## src/rtl/spi_slave_regs_pkg.sv

```systemverilog
// spi_pkg: shared FSM states, frame geometry and SCLK edge selection for spi_slave_regs
package spi_pkg;
  typedef enum logic [1:0] {IDLE, ADDR, DATA, DONE} state_t;
  localparam int SPI_FRAME_BITS = 16;
  localparam int SPI_BYTE_BITS = 8;
  // 1 when MOSI is sampled on the rising SCLK edge, 0 when on the falling edge
  function automatic logic sample_on_rise(input logic cpol, input logic cpha);
    return cpol ~^ cpha;
  endfunction
endpackage

```

## src/rtl/spi_slave_regs_if.sv

```systemverilog
// spi_slave_regs_if: SPI pins plus register-file strobe bus of spi_slave_regs
interface spi_slave_regs_if;
  logic SCLK;
  logic SS_n;
  logic MOSI;
  logic MISO;
  logic miso_oe;
  logic [6:0] addr;
  logic [7:0] wdata;
  logic [7:0] rdata;
  logic wr_en;
  logic rd_en;
  logic err;
  modport master (output SCLK, SS_n, MOSI, rdata, input MISO, miso_oe, addr, wdata, wr_en, rd_en, err);
  modport slave (input SCLK, SS_n, MOSI, rdata, output MISO, miso_oe, addr, wdata, wr_en, rd_en, err);
endinterface

```

## src/rtl/spi_slave_regs_sync_edge.sv

```systemverilog
// spi_sync_edge: two-flop synchronizer with rise/fall detect on the synchronized level
module spi_sync_edge #(
  parameter bit RST_VAL = 1'b0
) (
  input  logic clk,
  input  logic rst_n,
  input  logic d,
  output logic level,
  output logic rise,
  output logic fall
);
  logic [1:0] sync;
  logic prev;
  always_ff @(posedge clk)
    if (!rst_n) begin
      sync <= {2{RST_VAL}};
      prev <= RST_VAL;
    end else begin
      sync <= {sync[0], d};
      prev <= sync[1];
    end
  assign level = sync[1];
  assign rise = sync[1] && !prev;
  assign fall = !sync[1] && prev;
endmodule

```

## src/rtl/spi_slave_regs.sv

```systemverilog
// spi_slave_regs: SPI slave turning 16-bit frames into register write/read strobes.
// Read frames (rd_en, MISO shift-out) exist only when SPI_SLAVE_READ_EN is defined.
module spi_slave_regs
  import spi_pkg::*;
#(
  parameter bit CPOL = 1'b0,
  parameter bit CPHA = 1'b0
) (
  input logic PCLK,
  input logic PRESETn,
  spi_slave_regs_if.slave bus
);
`ifdef SPI_SLAVE_READ_EN
  localparam bit READ_EN = 1'b1;
`else
  localparam bit READ_EN = 1'b0;
`endif
  localparam bit SAMPLE_RISE = sample_on_rise(CPOL, CPHA);
  state_t state_q, state_d;
  logic sclk_rise, sclk_fall, ss_lvl, ss_fall, mosi;
  logic unused_sclk_lvl, unused_ss_rise, unused_mosi_rise, unused_mosi_fall;
  logic sample, shift, rw, overrun, armed;
  logic wr_d, rd_d, err_d;
  logic [1:0] warm;
  logic [3:0] cnt;
  logic [7:0] sr;
  spi_sync_edge #(.RST_VAL(CPOL)) u_sclk (.clk(PCLK), .rst_n(PRESETn), .d(bus.SCLK),
    .level(unused_sclk_lvl), .rise(sclk_rise), .fall(sclk_fall));
  spi_sync_edge #(.RST_VAL(1'b1)) u_ss (.clk(PCLK), .rst_n(PRESETn), .d(bus.SS_n),
    .level(ss_lvl), .rise(unused_ss_rise), .fall(ss_fall));
  spi_sync_edge #(.RST_VAL(1'b0)) u_mosi (.clk(PCLK), .rst_n(PRESETn), .d(bus.MOSI),
    .level(mosi), .rise(unused_mosi_rise), .fall(unused_mosi_fall));
  assign sample = SAMPLE_RISE ? sclk_rise : sclk_fall;
  assign shift = SAMPLE_RISE ? sclk_fall : sclk_rise;
  assign bus.miso_oe = !ss_lvl;
  always_comb begin
    state_d = state_q;
    wr_d = 1'b0;
    rd_d = 1'b0;
    err_d = 1'b0;
    case (state_q)
      IDLE: state_d = (ss_fall && armed) ? ADDR : IDLE;
      ADDR:
        if (sample && cnt == 4'(SPI_BYTE_BITS - 1)) begin
          state_d = DATA;
          rd_d = READ_EN && sr[6];
        end else if (ss_lvl) begin
          state_d = IDLE;
          err_d = 1'b1;
        end
      DATA:
        if (sample && cnt == 4'(SPI_FRAME_BITS - 1)) begin
          state_d = DONE;
          wr_d = !rw;
        end else if (ss_lvl) begin
          state_d = IDLE;
          err_d = 1'b1;
        end
      default:
        if (ss_lvl) begin
          state_d = IDLE;
          err_d = overrun || (rw && !READ_EN);
        end
    endcase
  end
  // after reset SS_n must be seen high before a fall can open a frame
  always_ff @(posedge PCLK)
    if (!PRESETn) begin
      state_q <= IDLE;
      bus.wr_en <= 1'b0;
      bus.err <= 1'b0;
      warm <= '0;
      armed <= 1'b0;
    end else begin
      state_q <= state_d;
      bus.wr_en <= wr_d;
      bus.err <= err_d;
      warm <= {warm[0], 1'b1};
      armed <= armed || (warm[1] && ss_lvl);
    end
  always_ff @(posedge PCLK)
    if (!PRESETn) begin
      cnt <= '0;
      sr <= '0;
      rw <= 1'b0;
      overrun <= 1'b0;
      bus.addr <= '0;
      bus.wdata <= '0;
    end else begin
      if (state_q == IDLE) begin
        cnt <= '0;
        overrun <= 1'b0;
      end
      if (sample && (state_q == ADDR || state_q == DATA)) begin
        cnt <= cnt + 4'd1;
        sr <= {sr[6:0], mosi};
      end
      if (state_q == ADDR && state_d == DATA) begin
        rw <= sr[6];
        bus.addr <= {sr[5:0], mosi};
      end
      if (wr_d) bus.wdata <= {sr[6:0], mosi};
      if (sample && state_q == DONE) overrun <= 1'b1;
    end
`ifdef SPI_SLAVE_READ_EN
  logic rd_q;
  logic [7:0] tx;
  always_ff @(posedge PCLK)
    if (!PRESETn) begin
      rd_q <= 1'b0;
      tx <= '0;
      bus.rd_en <= 1'b0;
      bus.MISO <= 1'b0;
    end else begin
      bus.rd_en <= rd_d;
      rd_q <= bus.rd_en;
      if (rd_q) tx <= bus.rdata;
      else if (shift && state_q == DATA && rw) tx <= {tx[6:0], 1'b0};
      if (state_q == IDLE) bus.MISO <= 1'b0;
      else if (shift && state_q == DATA && rw) bus.MISO <= tx[7];
    end
`else
  logic unused_rd;
  assign unused_rd = rd_d ^ shift ^ (^bus.rdata);
  assign bus.rd_en = 1'b0;
  assign bus.MISO = 1'b0;
`endif
endmodule

```

## src/flat_wrapper.sv

```systemverilog
// flat-port wrapper written by rule: the top's interface ports become plain ports
module spi_slave_regs_flat import spi_pkg::*;
#(
  parameter bit CPOL = 1'b0,
  parameter bit CPHA = 1'b0
)
  (PCLK, PRESETn, bus_SCLK, bus_SS_n, bus_MOSI, bus_rdata, bus_MISO, bus_miso_oe, bus_addr, bus_wdata, bus_wr_en, bus_rd_en, bus_err);
  spi_slave_regs_if bus_i ();
  input logic PCLK;
  input logic PRESETn;
  input wire logic [$bits(bus_i.SCLK)-1:0] bus_SCLK;
  input wire logic [$bits(bus_i.SS_n)-1:0] bus_SS_n;
  input wire logic [$bits(bus_i.MOSI)-1:0] bus_MOSI;
  input wire logic [$bits(bus_i.rdata)-1:0] bus_rdata;
  output wire logic [$bits(bus_i.MISO)-1:0] bus_MISO;
  output wire logic [$bits(bus_i.miso_oe)-1:0] bus_miso_oe;
  output wire logic [$bits(bus_i.addr)-1:0] bus_addr;
  output wire logic [$bits(bus_i.wdata)-1:0] bus_wdata;
  output wire logic [$bits(bus_i.wr_en)-1:0] bus_wr_en;
  output wire logic [$bits(bus_i.rd_en)-1:0] bus_rd_en;
  output wire logic [$bits(bus_i.err)-1:0] bus_err;
  assign bus_i.SCLK = bus_SCLK;
  assign bus_i.SS_n = bus_SS_n;
  assign bus_i.MOSI = bus_MOSI;
  assign bus_i.rdata = bus_rdata;
  assign bus_MISO = bus_i.MISO;
  assign bus_miso_oe = bus_i.miso_oe;
  assign bus_addr = bus_i.addr;
  assign bus_wdata = bus_i.wdata;
  assign bus_wr_en = bus_i.wr_en;
  assign bus_rd_en = bus_i.rd_en;
  assign bus_err = bus_i.err;
  spi_slave_regs #(.CPOL(CPOL), .CPHA(CPHA)) u_core (.PCLK(PCLK), .PRESETn(PRESETn), .bus(bus_i));
endmodule
```

## config.mk

```make
export PLATFORM = sky130hd
export DESIGN_NAME = spi_slave_regs_flat
export DESIGN_NICKNAME = d
export VERILOG_FILES = /design/src/rtl/spi_slave_regs_pkg.sv /design/src/rtl/spi_slave_regs_if.sv /design/src/rtl/spi_slave_regs_sync_edge.sv /design/src/rtl/spi_slave_regs.sv /design/src/flat_wrapper.sv
export SDC_FILE = /design/constraint.sdc
export NUM_CORES = 1
export LEC_CHECK = 0
export CAP_MARGIN = 20
export CORE_UTILIZATION = 46
export CTS_CLUSTER_SIZE = 24
export DETAILED_ROUTE_END_ITERATION = 10
export PLACE_DENSITY = 0.75
export RECOVER_POWER = 50
export SYNTH_ARGS = -nofsm -noshare
export SYNTH_HDL_FRONTEND = slang
export SYNTH_HIERARCHICAL = 1
export SYNTH_SLANG_ARGS = --single-unit
```

## constraint.sdc

```tcl
create_clock -name PCLK -period 1.7 [get_ports PCLK]
set_input_delay 0.34 -clock PCLK [delete_from_list [all_inputs] [get_ports PCLK]]
set_output_delay 0.34 -clock PCLK [all_outputs]
set_load 0.01 [all_outputs]
```

==> impl_metrics.csv <==
group,metric,value,unit
run_status,status,"finished clean",
final_layout,drive_gt1_share,16.6,%
die,dieArea,3990,um2
critical_path,critPathRequiredTime,1.93,ns
critical_path,cp_max_fo,8,
sta,maxSlewViolCount,0,
die,die_h,63.2,um
grt,grt_max_degree,28,
place,dp_slack,-0.0684,ns
die,initial_core_util,49.6,%
routing,via_per_inst,5.11,
place,placed_cell_area,2060,um2
critical_path,worstPathCellList,"inv_4 -> ha_4 -> buf_4 -> inv_1 -> o32ai_2 -> a211oi_4 -> buf_12 -> mux2i_1",
routing,drtIter0Drc,85,
pwr,leakage,0.829,nW
routing,drc,0,
pwr,pwr-share-seq,59.7,%
sta,fin_ws,0.00371,ns
pwr,power_frac_clock,37.2,%
clock_network,cts_made_buffers,5,
grt,first_global_vias,1271,
yosys,syn_area_per_cell,9.25,um2
place,globalplace.congestion,0.808,
final_layout,nNetsFinal,241,
critical_path,slowest_stage,"dfxtp_4",
die,core.rowCount,21,
routing,drt_pass1_iterations,4,
critical_path,setup.worst_path.start,"u_core/state_q[0]",
final_layout,fillers,298,
pwr,sw_frac_of_total,22.6,%
sta,rsz0062_at_grt,"true",
routing,routed-via-count,1374,
critical_path,r2r_start,"u_core/state_q[0]",
pwr,total_power,1.71,mW
yosys,yosysWarningCount,6,
die,ios,33,
sta,max_freq,0.590,GHz
final_layout,syn_to_final_growth,30.3,%
sta,finalSetupViolCount,0,
routing,wl_per_cell,13.2,um
clock_network,cts.clk_slew.worst_paths,0.08,ns
clock_network,clock_latency,0.30,ns
routing,ant_nets,0,
clock_network,htreeDepth,2,
grt,grt.total_usage,19.0,%
die,core_area,3470,um2
clock_network,clock_path_buffers,2,
final_layout,diodes,0,
worst_hold_path,hp-start,"u_core/u_ss/sync[0]",
sta,min_period,1.70,ns
clock_network,ctsHoldBuffers,0,
yosys,syn-cell-area,1720,um2
sta,hold_viol_final,0,
pwr,intPower,1.33,mW
pwr,powerDensity,764,nW/um2
critical_path,start_kind,"flop",
grt,grt_pass1_wl,5770,um
critical_path,cp-end-kind,"flop",
critical_path,crit_family,"buffers and inverters",
place,port_buffers,22,
flow_run,max-cap-violations,0,
grt,grt_overflow,0,
die,die_w,63.2,um
clock_network,clock-sinks,43,
clock_network,cts_root_buffer,"clkbuf_8",
grt,antenna_found_initial,0,
routing,drt-total-wl,3540,um
pwr,max-vdd-ir-drop,0.650,mV
sta,fin_crit_sh,99.8,%
sta,clock_skew,0.00443,ns
worst_hold_path,hold_class,"flop to flop",
critical_path,critical_path_class,"flop to flop",
pwr,combPwrFrac,3.1,%
pwr,p_sw,387,uW
clock_network,cts_tree,"done",
place,dp_hpwl,2380,um
critical_path,critPathBufInv,4,
critical_path,cp.arrival,1.92,ns
yosys,synth_cells,186,
critical_path,slowest_delay,0.40,ns
final_layout,stdcell_area,2240,um2
## worst paths after layout
| path | endpoint | slack, ns | cells past startpoint |
|---|---|---|---|
| max | u_core/bus.addr[6] | 0.004 | 8 |
| min | u_core/u_ss/sync[1] | 0.42 | 1 |
| max reg2reg | u_core/bus.addr[6] | 0.004 | 8 |
| min reg2reg | u_core/u_ss/sync[1] | 0.42 | 1 |
## flip-flops by register name (all words and copies together) (netlist names), 2 cells and up
signal and count:
u_core/sr 7, u_core/bus.wdata 8, u_core/state_q 2, u_core/u_mosi/sync 2
u_core/bus.addr 7, u_core/warm 2, u_core/cnt 4, u_core/u_ss/sync 2
u_core/u_sclk/sync 2
## metrics by stage
stage          TNS (ns)  hold WS (ns)  std cells  utilization, %
3_3_place_gp    -0.0376         0.390        257            59.3
2_1_floorplan         0         0.368        187               -
6_report              0         0.421        269            64.6
4_1_cts               0         0.413        265            62.5
3_5_place_dp     -0.396         0.394        257            59.3
5_1_grt          -0.469         0.445        269            64.6
## power by group through the flow
stage | combinational (mW) | clock [mW] | sequential [mW]
after floorplan | 0.0316 | 0 | 1.05
final | 0.0535 | 0.637 | 1.02
after global routing | 0.0590 | 0.701 | 1.02
after global placement | 0.0524 | 0 | 1.05
after detailed placement | 0.0534 | 0 | 1.05
after CTS | 0.0539 | 0.647 | 1.02
## area by class of cell
class                           count  area, um2  area share, %
Sequential cell                    43        871           38.8
Multi-Input combinational cell    128        862           38.4
Timing Repair Buffer               36        334           14.9
Clock buffer                        6       72.6           3.24
Tap cell                           46       57.6           2.57
Inverter                            8       32.5           1.45
Clock inverter                      2       12.5          0.558
## metal layers
layer	GRT usage, %	vias to the layer above	part of all wire [%]
li1	-	683	-
met1	24.1	655	48
met2	29.3	30	46
met3	4.53	6	3.7
met4	10.5	0	1.9
met5	0	-	0
## cells in the final DEF, fill, tap and decap left out, types with 2 or more instances in the layout
cell / count
mux2i_1: 16
clkbuf_8: 5
clkbuf_1: 2
clkdlybuf4s50_1: 21
inv_1: 7
dfxtp_2: 2
nand3_1: 4
conb_1: 2
buf_4: 12
o21ai_0: 5
dfxtp_1: 39
dfxtp_4: 2
and2_1: 6
nand2_1: 35
ha_1: 3
ha_4: 3
nand3b_1: 2
a21oi_1: 12
nor2_1: 16
nand2b_1: 4
## repair_timing
item                                   4_1_cts  5_1_grt
endpoints found under the hold margin        0        0
setup endpoints to repair                    8       17
pin swaps                                    1        5
resized for setup                            7       11
setup buffers                                0        4
(Power assumes the default switching activity.)
